### config.mk
export PLATFORM = sky130hd
export DESIGN_NAME = id_stage
export DESIGN_NICKNAME = d
export VERILOG_FILES = /design/src/rtl/rv32i_pkg.sv /design/src/rtl/imm_gen.sv /design/src/rtl/id_stage.sv
export SDC_FILE = /design/constraint.sdc
export NUM_CORES = 1
export LEC_CHECK = 0
export CORE_ASPECT_RATIO = 0.8
export CORE_MARGIN = 4
export CORE_UTILIZATION = 39
export CTS_BUF_LIST = sky130_fd_sc_hd__clkbuf_2
export DETAILED_ROUTE_END_ITERATION = 7
export GPL_TIMING_DRIVEN = 0
export PLACE_DENSITY_LB_ADDON = 0.12
export SYNTH_ARGS = -nofsm -noshare
export SYNTH_HDL_FRONTEND = slang
export SYNTH_SLANG_ARGS = --single-unit
### constraint.sdc
create_clock -name clk -period 2 [get_ports clk]
set_input_delay 0.4 -clock clk [delete_from_list [all_inputs] [get_ports clk]]
set_output_delay 0.4 -clock clk [all_outputs]
set_load 0.02 [all_outputs]
### src/rtl/rv32i_pkg.sv
// rv32i_pkg: RV32I major opcodes and immediate format selector shared by decode logic
package rv32i_pkg;
  localparam logic [6:0] OPC_LUI     = 7'b0110111;
  localparam logic [6:0] OPC_AUIPC   = 7'b0010111;
  localparam logic [6:0] OPC_JAL     = 7'b1101111;
  localparam logic [6:0] OPC_JALR    = 7'b1100111;
  localparam logic [6:0] OPC_BRANCH  = 7'b1100011;
  localparam logic [6:0] OPC_LOAD    = 7'b0000011;
  localparam logic [6:0] OPC_STORE   = 7'b0100011;
  localparam logic [6:0] OPC_OPIMM   = 7'b0010011;
  localparam logic [6:0] OPC_OP      = 7'b0110011;
  localparam logic [6:0] OPC_MISCMEM = 7'b0001111;
  localparam logic [6:0] OPC_SYSTEM  = 7'b1110011;
  typedef enum logic [2:0] {IMM_I, IMM_S, IMM_B, IMM_U, IMM_J, IMM_NONE} imm_type_e;
endpackage

### src/rtl/imm_gen.sv
// imm_gen: sign-extended immediate for the selected RV32I instruction format
module imm_gen
  import rv32i_pkg::*;
(
  input  logic [31:7] instr,
  input  imm_type_e   imm_type,
  output logic [31:0] imm
);
  always_comb begin
    imm = imm_type == IMM_I ? {{20{instr[31]}}, instr[31:20]} :
          imm_type == IMM_S ? {{20{instr[31]}}, instr[31:25], instr[11:7]} :
          imm_type == IMM_B ? {{19{instr[31]}}, instr[31], instr[7], instr[30:25], instr[11:8], 1'b0} :
          imm_type == IMM_U ? {instr[31:12], 12'b0} :
          imm_type == IMM_J ? {{11{instr[31]}}, instr[31], instr[19:12], instr[20], instr[30:21], 1'b0} :
          32'b0;
  end
endmodule

### src/rtl/id_stage.sv
// id_stage: RV32I decode stage with writeback bypass, load-use stall and ID/EX register
module id_stage
  import rv32i_pkg::*;
#(
  parameter int XLEN = 32,
  parameter logic [XLEN-1:0] RESET_PC = 32'h0000_0000
) (
  input  logic            clk,
  input  logic            reset_n,
  input  logic            if_valid,
  output logic            if_ready,
  input  logic [31:0]     if_instr,
  input  logic [XLEN-1:0] if_pc,
  input  logic            flush,
  output logic [4:0]      rf_raddr1,
  output logic [4:0]      rf_raddr2,
  input  logic [31:0]     rf_rdata1,
  input  logic [31:0]     rf_rdata2,
  input  logic            wb_reg_write,
  input  logic [4:0]      wb_waddr,
  input  logic [31:0]     wb_wdata,
  input  logic            ex_ready,
  output logic            ex_valid,
  output logic [XLEN-1:0] ex_pc,
  output logic [6:0]      ex_opcode,
  output logic [2:0]      ex_funct3,
  output logic            ex_funct7b5,
  output logic [4:0]      ex_rs1,
  output logic [4:0]      ex_rs2,
  output logic [4:0]      ex_rd,
  output logic            ex_reg_write,
  output logic            ex_is_load,
  output logic [31:0]     ex_rs1_val,
  output logic [31:0]     ex_rs2_val,
  output logic [31:0]     ex_imm,
  output logic            ex_illegal
);
  logic [6:0] opcode;
  logic legal, uses_rs1, uses_rs2, has_rd, is_load;
  imm_type_e imm_type;
  logic [4:0] rs1, rs2, rd;
  logic [31:0] imm, rs1_val, rs2_val;
  logic load_use, advance, accept;
  assign opcode = if_instr[6:0];
  always_comb begin
    legal = 1'b1;
    uses_rs1 = 1'b0;
    uses_rs2 = 1'b0;
    has_rd = 1'b0;
    is_load = 1'b0;
    imm_type = IMM_NONE;
    case (opcode)
      OPC_LUI, OPC_AUIPC: begin has_rd = 1'b1; imm_type = IMM_U; end
      OPC_JAL:     begin has_rd = 1'b1; imm_type = IMM_J; end
      OPC_JALR:    begin has_rd = 1'b1; uses_rs1 = 1'b1; imm_type = IMM_I; end
      OPC_BRANCH:  begin uses_rs1 = 1'b1; uses_rs2 = 1'b1; imm_type = IMM_B; end
      OPC_LOAD:    begin has_rd = 1'b1; uses_rs1 = 1'b1; is_load = 1'b1; imm_type = IMM_I; end
      OPC_STORE:   begin uses_rs1 = 1'b1; uses_rs2 = 1'b1; imm_type = IMM_S; end
      OPC_OPIMM:   begin has_rd = 1'b1; uses_rs1 = 1'b1; imm_type = IMM_I; end
      OPC_OP:      begin has_rd = 1'b1; uses_rs1 = 1'b1; uses_rs2 = 1'b1; end
      OPC_MISCMEM: imm_type = IMM_NONE;
      OPC_SYSTEM:  imm_type = IMM_I;
      default:     legal = 1'b0;
    endcase
  end
  imm_gen u_imm_gen (.instr(if_instr[31:7]), .imm_type(imm_type), .imm(imm));
  assign rf_raddr1 = if_instr[19:15];
  assign rf_raddr2 = if_instr[24:20];
  assign rs1 = uses_rs1 ? if_instr[19:15] : 5'd0;
  assign rs2 = uses_rs2 ? if_instr[24:20] : 5'd0;
  assign rd  = has_rd ? if_instr[11:7] : 5'd0;
  // The register file does not forward its own write port, so catch same-cycle writebacks here
  assign rs1_val = !uses_rs1 ? 32'd0 : (wb_reg_write && wb_waddr != 5'd0 && wb_waddr == rs1) ? wb_wdata : rf_rdata1;
  assign rs2_val = !uses_rs2 ? 32'd0 : (wb_reg_write && wb_waddr != 5'd0 && wb_waddr == rs2) ? wb_wdata : rf_rdata2;
  assign load_use = ex_valid & ex_is_load & (ex_rd != 5'd0) & if_valid &
                    ((uses_rs1 & (rs1 == ex_rd)) | (uses_rs2 & (rs2 == ex_rd)));
  assign advance  = !ex_valid | ex_ready;
  assign if_ready = flush | (advance & !load_use);
  assign accept   = !flush & advance & !load_use & if_valid;
  always_ff @(posedge clk or negedge reset_n) begin
    if (!reset_n) begin
      ex_valid     <= 1'b0;
      ex_pc        <= RESET_PC;
      ex_opcode    <= '0;
      ex_funct3    <= '0;
      ex_funct7b5  <= 1'b0;
      ex_rs1       <= '0;
      ex_rs2       <= '0;
      ex_rd        <= '0;
      ex_reg_write <= 1'b0;
      ex_is_load   <= 1'b0;
      ex_rs1_val   <= '0;
      ex_rs2_val   <= '0;
      ex_imm       <= '0;
      ex_illegal   <= 1'b0;
    end else begin
      if (flush || advance) ex_valid <= accept;
      if (accept) begin
        ex_pc        <= if_pc;
        ex_opcode    <= opcode;
        ex_funct3    <= if_instr[14:12];
        ex_funct7b5  <= if_instr[30];
        ex_rs1       <= rs1;
        ex_rs2       <= rs2;
        ex_rd        <= rd;
        ex_reg_write <= rd != 5'd0;
        ex_is_load   <= is_load;
        ex_rs1_val   <= rs1_val;
        ex_rs2_val   <= rs2_val;
        ex_imm       <= imm;
        ex_illegal   <= !legal;
      end
    end
  end
endmodule

## After elaboration in Yosys (flattened, before gate mapping)

Cells that the tools add are included.

- Eq/ne operators: 19
- Muxes and demuxes: 18
- Bitwise logic cells: 13
- Reduce and logical (&&, ||, !) cells: 18

Operator list:

| kind | count |
|---|---|
| 2-to-1 mux 32 bit | 9 |
| == test 7 bit (second input constant) | 4 |
| == test 7 x 6 -> 1 bit (second input constant) | 3 |
| == test 5 bit | 4 |
| 2-to-1 mux 5 bit | 3 |
| case mux 3 bit (5 select lines) | 1 |
| nonzero test 5 bit | 3 |
| == test 7 x 5 -> 1 bit (second input constant) | 2 |
| OR reduction 11 bit | 1 |
| AND 1 bit | 10 |
| == test 7 x 2 -> 1 bit (second input constant) | 1 |
| == test 7 x 4 -> 1 bit (second input constant) | 1 |
| OR reduction 7 bit | 1 |
| == test 3 x 2 -> 1 bit (second input constant) | 2 |
| OR reduction 6 bit | 1 |
| 2-to-1 mux 1 bit | 5 |
| logical NOT 1 bit | 4 |
| OR reduction 4 bit | 1 |
| == test 3 x 1 -> 1 bit (second input constant) | 1 |
| == test 3 bit (second input constant) | 1 |
| logical AND 1 bit | 3 |
| logical NOT 3 bit | 1 |
| bitwise OR 1 bit | 3 |
| OR reduction 3 bit | 1 |
| other kinds (2) | 2 |

- Flip-flop bits (word level): 158
- Output and inout bits: 169

## Depth between registers and ports, before layout

Gate-level depths: netlist of run 1.

- Depth in word-level cells: 11
- Mapped depth: 10

## Hierarchy

A second synthesis of run 1 with hierarchy kept.

- Cell total of the unflattened synthesis: 623
- Area, all modules: 7713.6 µm²

Modules (own cells, without submodules):

| module | times used | cells each | area each (µm²) |
|---|---|---|---|
| id_stage | 1 | 539 | 7240.7 |
| imm_gen | 1 | 84 | 473.0 |

## Least setup slack after synthesis of run 1

Ideal clock, no wire load.

- Path kind: input to output
- Start point: in if_instr[2]
- End point: out if_ready
- Arrival time: 1.763 ns
- Data required time: 1.600 ns
- Path slack: -0.163 ns
- Stages: 7
- Buffers on the path: 2
- Cell sequence: nor4bb_1 buf_2 nand4_1 nor4_2 o21ai_4 clkbuf_1 a21o_1

- Cells in the longest elaborated chain, start to end: 11

RTL lines:

| what | line | RTL |
|---|---|---|
| from (decl) | id_stage.sv:12 | `input logic [31:0] if_instr,` |
| == test 7 x 5 -> 1 bit, or another cell as far along | id_stage.sv:52 | `case (opcode)` |
| OR reduction 6 bit (no source line) / OR reduction 3 bit (equally long branches) | n/a |  |
| 2-to-1 mux 1 bit | id_stage.sv:52 |  |
| 2-to-1 mux 5 bit (on tied branches) | id_stage.sv:69, id_stage.sv:70 |  |
| == test 5 bit | id_stage.sv:76 | `((uses_rs1 & (rs1 == ex_rd)) \| (uses_rs2 & (rs2 == ex_rd)));` |
| AND 1 bit | id_stage.sv:76 |  |
| bitwise OR 1 bit (*) | id_stage.sv:76 |  |
| AND 1 bit (*) | id_stage.sv:75 | `assign load_use = ex_valid & ex_is_load & (ex_rd != 5'd0) & if_valid &` |
| logical NOT 1 bit (*) | id_stage.sv:78 | `assign if_ready = flush \| (advance & !load_use);` |
| AND 1 bit (*) | id_stage.sv:78 |  |
| bitwise OR 1 bit (*) | id_stage.sv:78 |  |
| to (decl) | id_stage.sv:11 | `output logic if_ready,` |

Mark *: on every way between the ends. The rest lies on a longest branch, timed or not.

## Worst setup path after layout of run 1

- Start point: in if_instr[4]
- End point: out if_ready

The elaborated chain is that of the path after synthesis.

==> metrics.md, run 1 <==
| Metric | Value |
|---|---|
| Outcome | finished with violations |
| Failing checks | negative setup slack |
| Worst-path cell chain | clkdlybuf4s50_1 > and3b_1 > buf_2 > o21ai_2 > nor4_4 > o21ai_4 > clkbuf_8 > a21o_1 > buf_6 |
| Initial DRC count | approximately 400 |
| Post-synthesis xor/xnor area fraction | 0.0172 |
| Post-synthesis adder-cell area fraction | 0 |
| Clock slew at reported path FFs | between 200 and 250 ps |
| Clock Skew | a little under 50 ps |
| Share of layout cells above drive strength 1 | 0.225 |
| Slowest stage delay, CP | between 500 and 600 ps |
| Placed instance area | 11400 µm² |
| Number of global-route vias before repair | between 6000 and 7000 |
| Required @ worst endpoint | around 1600 ps |
| Syn Std Cell Area | roughly 7600 µm² |
| Pre-antenna DRT Iters | 5 |
| H-tree levels | 4 |
| # rows | 45 |
| Vias per Instance | approximately 5.3 |
| Setup crit start kind | input port |
| Synthesized Nets | 796 |
| Period minus WS final | about 2700 ps |
| Final hold vios | 0 |
| Max-Cap Viols | 0 |
| Total Power | 7.45 mW |
| # nets final | 1174 |
| GR Overflow Total | 0 |
| Max IR drop VDD | between 500 and 600 µV |
| Total number of vias | around 6700 |
| Post-synthesis instance total | ~630 |
| Slowest CP cell | clkdlybuf4s50_1 |
| Largest family of logic cells by synthesized area | multiplexers |
| Initial antenna violation count | 1 |
| Critical Path End Type | output port |
| Post-synth ARST share | 1.00 |
| Slew HR | 0.395 |
| Dominant cell type by area after synthesis | dfrtp_1 |
| Cell Pwr Density | a little over 600 nW/µm² |
| Starting Density | 0.400 |
| Largest net degree at the start of global routing | between 80 and 90 |
| Remaining DRCs | 0 |
| I/O pins | 340 |
| Top cells by area, synth | dfrtp_1, mux2i_1, mux2_2, o2bb2ai_1, buf_4 |
| Port bufs | ~340 |
| Crit-path leading delay family | buffers and inverters |
| Avg Inst Size Synth | approximately 12 µm² |
| RSZ-0062 raised after global routing | true |
| Synth top area share | 0.517 |
| Dpl cells | between 1000 and 1500 |
| Critical Path End | if_ready |
| Critical path arrival | roughly 2300 ps |
| Overall routing resource usage | 0.234 |
| Worst Reg2Reg Path Length in Cells | 11 |
| Antenna-violating nets left | 0 |
| Detailed Place HPWL | ~20 mm |
| Leak | about 6 nW |
| Top-count cell post-synth | dfrtp_1 |
| Reg2reg setup slack | -270 ps |
| Ys Warns | 0 |
| Sequential-to-total area share from yosys stat | 0.517 |
| Yosys reg bits | around 160 |
| Post-synth EDFFs | 0 |
| Post-synth top cells | dfrtp_1, mux2i_1, o2bb2ai_1, mux2_2, a21oi_1 |
| Die Ht | between 100 and 150 µm |
| Core Area | roughly 19000 µm² |
| CTS root buffer | clkbuf_2 |
| Post-Place Worst Slack | -1510 ps |
| CP Class | in2out |
| Fmax | ~360 MHz |
| Clock latency on the worst-skew pair | 730 ps |
| Detailed Route WL | roughly 27 mm |
| Crit path from | if_instr[4] |
| Core Util, Final | 0.638 |
| Setup Total Neg Slack | -37420 ps |
| Clk buf depth | 2 |
| Post-synthesis compound-gate area fraction | 0.161 |
| Levels on crit path | 9 |
| CTS tree | yes |
| GP Congestion | between 0.8 and 0.9 |
| Die width | between 150 and 200 µm |
| Pins Over Slew Limit | 0 |
| CP max FO | 7 |
| Global-route wire length before repair | 39.4 mm |
| Count of different cell masters after synthesis | between 50 and 60 |
| Multiplexer share of the synthesized area | 0.185 |
| Final setup violation count | roughly 150 |
| Buf/Inv on CP | 4 |
| RR Endpoint | ex_rs1_val[8] |
| Area grow syn2layout | 59.4% |
| CTS Buf Count | 17 |
| Crit Reg-Reg Startpoint | ex_rd[1] |
| Full die area | 21900 µm² |
| Post-synthesis simple-gate area fraction | 0.0734 |
| Fin cells | about 1300 |
| Hold WS | ~140 ps |
| Fillers | 1546 |
| CTS sink cnt | roughly 160 |
| Drt wl/cell | 20.9 µm |
| Most used DFF post-synth | dfrtp_1 |
| Tcrit/Tclk final | 1.37 |
| Slack of the critical path | -743 ps |
| Worst min path class | in2reg |
| Design area | ~12000 µm² |
| Least-Margin Pin Slew | ~900 ps |
[state kept, by name (all words and copies together), names as in the netlist, 3 cells and up]
| signal | count |
|---|---|
| ex_funct3 | 3 |
| ex_imm | 32 |
| ex_opcode | 7 |
| ex_pc | 32 |
| ex_rd | 5 |
| ex_rs1 | 5 |
| ex_rs1_val | 32 |
| ex_rs2 | 5 |
| ex_rs2_val | 32 |
[cell families after synthesis]
family / after synthesis
xor+xnor: 15
buf+inv: 66
flops: 158
simple gates: 94
mux: 133
compound gates: 159
[cell usage in the layout (no fill, tap or decap), drive strengths merged, types with 2 or more instances in the layout]
cell type / count
or4: 2
o21ai: 11
clkinv: 4
a21oi: 31
nor2b: 4
and3b: 5
buf: 63
and3: 2
bufinv: 4
o211ai: 3
and2: 4
nor4bb: 2
mux2i: 70
a22o: 9
clkbuf: 53
clkinvlp: 3
and4: 3
a21bo: 16
o2bb2ai: 65
xor2: 8
nand2: 19
o22ai: 2
a21o: 2
mux2: 63
clkdlybuf4s15: 9
nand3: 8
nand4: 17
inv: 8
nor2: 15
clkdlybuf4s50: 165
xnor2: 7
nor4: 3
dlygate4sd2: 146
dfrtp: 158
a31oi: 11
diode: 3
nand2b: 3
[power by group]
group / leakage [nW] / internal [mW] / switching, mW
Clock: 0.161 / 0.837 / 1.19
Sequential: 2.08 / 3.43 / 0.118
Combinational: 3.72 / 0.952 / 0.923
Total: 5.95 / 5.22 / 2.23
[cell type report]
class	instances	area [µm²]	share of cell area
Clock inverter	13	188	0.0154
Buffer	59	604	0.0496
Sequential cell	158	3960	0.325
Multi-Input combinational cell	401	3500	0.287
Inverter	6	22.5	0.00185
Timing Repair Buffer	360	3480	0.286
Tap cell	258	323	0.0265
Clock buffer	19	95.1	0.00781
Antenna cell	3	7.51	0.000616
[worst min path at each step]
stage,start,to,slack [ps],cells after the start
CTS,if_instr[0],ex_opcode[0],40,2
global route,if_instr[31],ex_imm[26],20,3
detailed placement,reset_n,ex_imm[27],420,1
global placement,ex_rs2_val[5],ex_rs2_val[5],470,1
floorplan,reset_n,ex_funct3[0],100,0
finish,if_instr[31],ex_imm[11],140,4
[worst reg2reg max path, stage by stage (launching register included)]
cell       delay (ps)
dfrtp_2           500
nor4_1            320
a21oi_1           170
o21ai_4           110
buf_4             150
buf_8             130
nand2_8            80
buf_12            160
buf_4             140
buf_12            140
buf_8             150
o2bb2ai_1         120
[layer usage]
metal / vias to the layer above / GRT usage / wire length [µm]
met1: 3318 / 0.313 / 11400
met4: 0 / 0.0628 / 554
met2: 290 / 0.358 / 11900
li1: 3100 / - / -
met5: - / 0 / 0
met3: 32 / 0.0922 / 2730
[repair_timing]
action | in CTS | in global routing
pin swaps | 3 | 0
cloned | 2 | 4
gates resized for setup | 278 | 59
endpoints found under the setup margin | 325 | 271
endpoints found under the hold margin | 77 | 0
hold buffers | 1 | 0
buffers inserted | 9 | 6
Power figures use the tool's default switching activity.
==> run 2, diff against run 1 <==
CORE_UTILIZATION = 44   (was 39)
clock period = 2.9 ns   (was 2 ns; I/O delays follow)
==> metrics.md, run 2 (synthesis results as in run 1) <==
| Metric | Value |
|---|---|
| Placed instance area | 11300 µm² (was 11400 µm²) |
| # rows | 42 (was 45) |
| Total Power | 4.98 mW (was 7.45 mW) |
| Crit Reg-Reg Startpoint | ex_rd[3] (was ex_rd[1]) |
| Area grow syn2layout | 51.9% (was 59.4%) |
| Die width | 155 µm (was 164 µm) |
| CTS tree | yes (unchanged) |
| Clock slew at reported path FFs | 230 ps (was 220 ps) |
| Reg2reg setup slack | 520 ps (was -270 ps) |
| RR Endpoint | ex_rs1_val[21] (was ex_rs1_val[8]) |
| Pre-antenna DRT Iters | 5 (unchanged) |
| Total number of vias | 6653 (was 6740) |
| Area of the multi-input gates | 3360 µm² (was 3500 µm²) |
| Initial DRC count | 390 (was 401) |
| GR Util met3 | 0.0940 (was 0.0922) |
| Antenna-violating nets left | 0 (unchanged) |
| Pins Over Slew Limit | 0 (unchanged) |
| Clock Skew | 37.9 ps (was 48.7 ps) |
| Cell Pwr Density | 429 nW/µm² (was 611 nW/µm²) |
| Met2 usage | 0.411 (was 0.358) |
| Tcrit/Tclk final | 0.990 |
| I/O pins | 340 (unchanged) |
| Global-route wire length before repair | 39.8 mm (was 39.4 mm) |
| Core Util, Final | 0.693 (was 0.638) |
| Port bufs | 337 (unchanged) |
| Fmax | ~350 MHz |
| Core Area | 16800 µm² (was 19100 µm²) |
| Final setup violation count | 0 (was 153) |
| GP Congestion | 0.862 (was 0.822) |
| CTS root buffer | clkbuf_2 (unchanged) |
| # nets final | 1155 (was 1174) |
| Setup Total Neg Slack | 0 ps (was -37420 ps) |
| RSZ-0062 raised after global routing | true (unchanged) |
| Hold Path End | ex_imm[26] (was ex_imm[11]) |
| Number of global-route vias before repair | 6899 (was 6787) |
| Full die area | 19600 µm² (was 21900 µm²) |
| Hold WS | 273 ps (was 136 ps) |
| Remaining DRCs | 0 (unchanged) |
| Critical Path End Type | output port (unchanged) |
| CTS sink cnt | 158 (unchanged) |
| Starting Density | 0.456 (was 0.400) |
| GR Overflow Total | 0 (unchanged) |
| Hold Crit Depth | 3 (was 4) |
| Setup crit start kind | input port (unchanged) |
| Clk buf depth | 2 (unchanged) |
| Max IR drop VDD | 335 µV (was 581 µV) |
| CTS Buf Count | 17 (unchanged) |
| Worst min path class | in2reg (unchanged) |
| Fillers | 1306 (was 1546) |
| Vias per Instance | 5.46 (was 5.28) |
| Overall routing resource usage | 0.262 (was 0.234) |
| Largest net degree at the start of global routing | 103 (was 82) |
| Drt wl/cell | 21.4 µm (was 20.9 µm) |
| Min-delay src | if_instr[31] (unchanged) |
| Leak | 5.05 nW (was 5.95 nW) |
| Period minus WS final | ~2900 ps |
| Detailed Route WL | 26.1 mm (was 26.6 mm) |
| Slew HR | 0.335 (was 0.395) |
| H-tree levels | 4 (unchanged) |
| Final hold vios | 0 (unchanged) |
| Least-Margin Pin Slew | 990 ps (was 901 ps) |
| Detailed Place HPWL | 19.8 mm (was 20.0 mm) |
| Initial antenna violation count | 1 (unchanged) |
| CP Class | in2out (unchanged) |
| Most frequent cells in the layout | clkdlybuf4s50_1, dfrtp_1, mux2i_1, o2bb2ai_1, mux2_2 (was clkdlybuf4s50_1, dfrtp_1, dlygate4sd2_1, o2bb2ai_1, mux2i_1) |
| Outcome | finished clean (was finished with violations) |
| Share of layout cells above drive strength 1 | 0.158 (was 0.225) |
| CP max FO | 7 (unchanged) |
| Critical path arrival | 2290 ps (was 2340 ps) |
| Die Ht | 126 µm (was 133 µm) |
| Required @ worst endpoint | 2320 ps (was 1600 ps) |
| Commonest non-fill, non-tap cell in the layout | clkdlybuf4s50_1 (unchanged) |
| Worst Reg2Reg Path Length in Cells | 8 (was 11) |
| Max-Cap Viols | 0 (unchanged) |
| Busiest grt layer | met2 (unchanged) |
| Clock latency on the worst-skew pair | 760 ps (was 730 ps) |
| FF/Latch Area | 3960 µm² (about the same) |
| Design area | 11600 µm² (was 12200 µm²) |
| Routing usage on met1 | 0.343 (was 0.313) |
-- run 2: cell count changes in the layout (fill, tap and decap cells not counted), moves of 6 or more --
| cell | before | now |
|---|---|---|
| mux2_2 | 49 | 56 |
| clkdlybuf4s50_1 | 165 | 326 |
| mux2_1 | 0 | 7 |
| buf_12 | 15 | 0 |
| mux2_4 | 14 | 0 |
| buf_8 | 8 | 1 |
| mux2i_1 | 64 | 70 |
| clkbuf_2 | 36 | 19 |
| dlygate4sd2_1 | 146 | 5 |
| buf_2 | 4 | 13 |
| clkbuf_1 | 10 | 18 |
-- run 2: worst max-delay path by stage --
stage | startpoint | endpoint | slack (ps) | depth (start not counted)
final | if_instr[17] | if_ready | 30 | 7
after global routing | if_instr[6] | if_ready | -60 | 7
after CTS | if_instr[3] | if_ready | 3 | 8
after detailed placement | if_instr[6] | if_ready | -1070 | 8
after global placement | reset_n | ex_pc[2] | -5450 | 1
after floorplan | if_instr[2] | if_ready | 380 | 7
-- run 2: final cells by class --
| cell class | instances | area share |
|---|---|---|
| sequential | 158 | 0.341 |
| clock inverter | 13 | 0.0121 |
| tap | 220 | 0.0237 |
| antenna | 1 | 0.000216 |
| timing repair buffer | 341 | 0.295 |
| clock buffer | 19 | 0.00819 |
| multi-input combinational | 401 | 0.289 |
| buffer | 59 | 0.0288 |
| inverter | 6 | 0.00194 |
-- run 2: layer usage --
metal | vias up | share of wire
li1 | 3049 | -
met1 | 3256 | 0.42
met5 | - | 0
met3 | 39 | 0.096
met2 | 309 | 0.46
met4 | 0 | 0.022
-- run 2: timing repair --
item,in CTS,in global routing
pin swaps,3,2
endpoints found under the setup margin,1,1
buffers inserted,2,0
cloned,0,0
hold endpoints to repair,56,0
hold buffers,1,0
resized for setup,19,6
-- run 2: critical path, stage by stage --
cell and delay [ps]:
clkdlybuf4s50_1 740, xnor2_1 170, nand3_1 140, nor4_4 220, o21ai_4 110, a21o_1 180, buf_2 160
-- run 2: where the power goes --
group          leakage, nW  switching, mW  total [mW]  internal [mW]
logic                 2.83          0.611        1.30          0.690
clock network        0.140          0.829        1.23          0.406
registers             2.08         0.0844        2.45           2.36
-- run 2: through the flow --
step                      cells  setup slack, ps
after floorplan             625              377
after global placement     1182            -5450
after detailed placement   1183            -1070
after CTS                  1217             2.72
after global routing       1218            -55.5
final                      1218             28.2
==> run 3, diff against run 2 <==
PLACE_DENSITY = 0.81   (was not set)
PLACE_DENSITY_LB_ADDON = not set   (was 0.12)
TNS_END_PERCENT = 30   (was not set)
==> metrics.md, run 3 (synthesis results as in run 1) <==
| Metric | Value |
|---|---|
| Clock Skew | 34.3 ps (was 37.9 ps) |
| Detailed Route WL | 27.3 mm (was 26.1 mm) |
| Gate power share | 0.255 (was 0.261) |
| Port bufs | 337 (unchanged) |
| Worst-path cell chain | dlygate4sd2_1 > and3b_1 > buf_4 > o21ai_2 > nor4_4 > o21ai_4 > a21o_1 > buf_6 (was clkdlybuf4s50_1 > xnor2_1 > nand3_1 > nor4_4 > o21ai_4 > a21o_1 > buf_2) |
| Remaining DRCs | 0 (unchanged) |
| Switching Share | 0.319 (was 0.306) |
| Internal power | 3.51 mW (was 3.46 mW) |
| Setup crit start kind | input port (unchanged) |
| Vias per Instance | 5.54 (was 5.46) |
| Overall routing resource usage | 0.274 (was 0.262) |
| # rows | 42 (unchanged) |
| Clk buf depth | 2 (unchanged) |
| Critical path arrival | 2290 ps (about the same) |
| Full die area | 19600 µm² (unchanged) |
| Crit-path leading delay family | buffers and inverters (unchanged) |
| Starting Density | 0.456 (unchanged) |
| Fin cells | 1224 (was 1218) |
| CTS tree | yes (unchanged) |
| FF/Latch Area | 3960 µm² (unchanged) |
| Share of layout cells above drive strength 1 | 0.171 (was 0.158) |
| Die width | 155 µm (unchanged) |
| Pins Over Slew Limit | 0 (unchanged) |
| Final setup violation count | 0 (unchanged) |
| RSZ-0062 raised after global routing | true (unchanged) |
| Least-Margin Pin Slew | 1000 ps (was 990 ps) |
| Antenna-violating nets left | 0 (unchanged) |
| Tcrit/Tclk final | 0.988 (was 0.990) |
| CP Class | in2out (unchanged) |
| H-tree levels | 4 (unchanged) |
| Final hold vios | 0 (unchanged) |
| CTS Buf Count | 17 (unchanged) |
| GP Congestion | 0.883 (was 0.862) |
| Initial DRC count | 366 (was 390) |
| Die Ht | 126 µm (unchanged) |
| GR Overflow Total | 0 (unchanged) |
| Most frequent cells in the layout | clkdlybuf4s50_1, dfrtp_1, mux2i_1, o2bb2ai_1, mux2_2 (unchanged) |
| Leak | 5.11 nW (was 5.05 nW) |
| Buf/Inv on CP | 3 (was 2) |
| Total Power | 5.15 mW (was 4.98 mW) |
| Fillers | 1274 (was 1306) |
| Sequential share of power | 0.476 (was 0.491) |
| Worst min path class | in2reg (unchanged) |
| Cell Pwr Density | 439 nW/µm² (was 429 nW/µm²) |
| Required @ worst endpoint | 2320 ps (about the same) |
| Drt wl/cell | 22.3 µm (was 21.4 µm) |
| Number of global-route vias before repair | 6948 (was 6899) |
| Clock network power share | 0.269 (was 0.248) |
| CP max FO | 9 (was 7) |
| Dpl cells | 1183 (unchanged) |
| Pre-antenna DRT Iters | 5 (unchanged) |
| Period minus WS final | 2870 ps (about the same) |
| CTS sink cnt | 158 (unchanged) |
| Critical Path End Type | output port (unchanged) |
| Max IR drop VDD | 347 µV (was 335 µV) |
| Detailed Place HPWL | 20.8 mm (was 19.8 mm) |
| Clock slew at reported path FFs | 260 ps (was 230 ps) |
| Clock latency on the worst-skew pair | 730 ps (was 760 ps) |
| Slowest CP cell | dlygate4sd2_1 (was clkdlybuf4s50_1) |
| Fmax | 349 MHz (was 348 MHz) |
| Core Area | 16800 µm² (unchanged) |
| Largest net degree at the start of global routing | 85 (was 103) |
| Slowest stage delay, CP | 460 ps (was 740 ps) |
| Outcome | finished clean (unchanged) |
| Commonest non-fill, non-tap cell in the layout | clkdlybuf4s50_1 (unchanged) |
| Total number of vias | 6781 (was 6653) |
| CTS root buffer | clkbuf_2 (unchanged) |
| Slew HR | 0.330 (was 0.335) |
| Area of the multi-input gates | 3400 µm² (was 3360 µm²) |
| # nets final | 1160 (was 1155) |
| Initial antenna violation count | 2 (was 1) |
| I/O pins | 340 (unchanged) |
| Global-route wire length before repair | 41.2 mm (was 39.8 mm) |
| Area grow syn2layout | 53.5% (was 51.9%) |
| NetSw | 1.64 mW (was 1.52 mW) |
| Max-Cap Viols | 0 (unchanged) |
-- run 3: cell count changes in the layout (fill, tap and decap cells not counted), sizes merged, moves of 2 or more --
cell and delta:
clkbuf -2, buf +5, dlygate4sd2 +4, dlymetal6s2s -2, clkinv -6, inv +8
-- run 3: metrics by stage --
stage | hold WS, ps | setup TNS [ps] | util | area (µm²) | setup slack [ps]
floorplan | 284 | 0 | - | 7640 | 377
global placement | 470 | -898510 | 0.673 | 11300 | -5380
detailed placement | 473 | -54010 | 0.675 | 11300 | -1130
CTS | 207 | -38.2 | 0.697 | 11700 | -38.2
global route | 200 | -67.4 | 0.700 | 11700 | -67.4
finish | 293 | 0 | 0.700 | 11700 | 34.4
-- run 3: final timing paths --
path,startpoint,to,slack (ps),cells past startpoint
setup reg to reg,ex_rd[2],ex_rs1_val[26],390,10
min in group asynchronous,reset_n,ex_rs2_val[8],330,2
max in group asynchronous,reset_n,ex_is_load,1730,3
setup / recovery,if_instr[6],if_ready,30,8
hold / removal,if_instr[1],ex_opcode[1],290,2
hold reg to reg,ex_rs2_val[21],ex_rs2_val[21],520,1
-- run 3: power groups by stage --
| stage | Combinational (mW) | Sequential (mW) | Clock, mW |
|---|---|---|---|
| 2_1_floorplan | 0.343 | 2.68 | 0 |
| 3_3_place_gp | 1.29 | 2.48 | 0 |
| 3_5_place_dp | 1.31 | 2.49 | 0 |
| 4_1_cts | 1.32 | 2.45 | 1.42 |
| 5_1_grt | 1.39 | 2.47 | 1.51 |
| 6_report | 1.31 | 2.45 | 1.38 |
-- run 3: final cells by class --
type | count | area share
antenna | 2 | 0.000427
clock inverter | 15 | 0.0163
tap | 220 | 0.0235
sequential | 158 | 0.337
multi-input combinational | 401 | 0.290
buffer | 59 | 0.0285
clock buffer | 17 | 0.00725
timing repair buffer | 346 | 0.295
inverter | 6 | 0.00192
-- run 3: per-layer routing --
metal	wire [µm]	up-vias	GRT usage
met5	0	-	0
met4	571	0	0.0705
met3	2790	30	0.103
met2	12900	317	0.439
met1	11100	3380	0.352
li1	-	3054	-
-- run 3: timing repair --
action	4_1_cts	5_1_grt
hold endpoints to repair	74	0
hold buffers	1	0
pin swaps	8	3
endpoints found under the setup margin	1	1
setup buffers	5	2
resized for setup	27	5
cloned	0	0
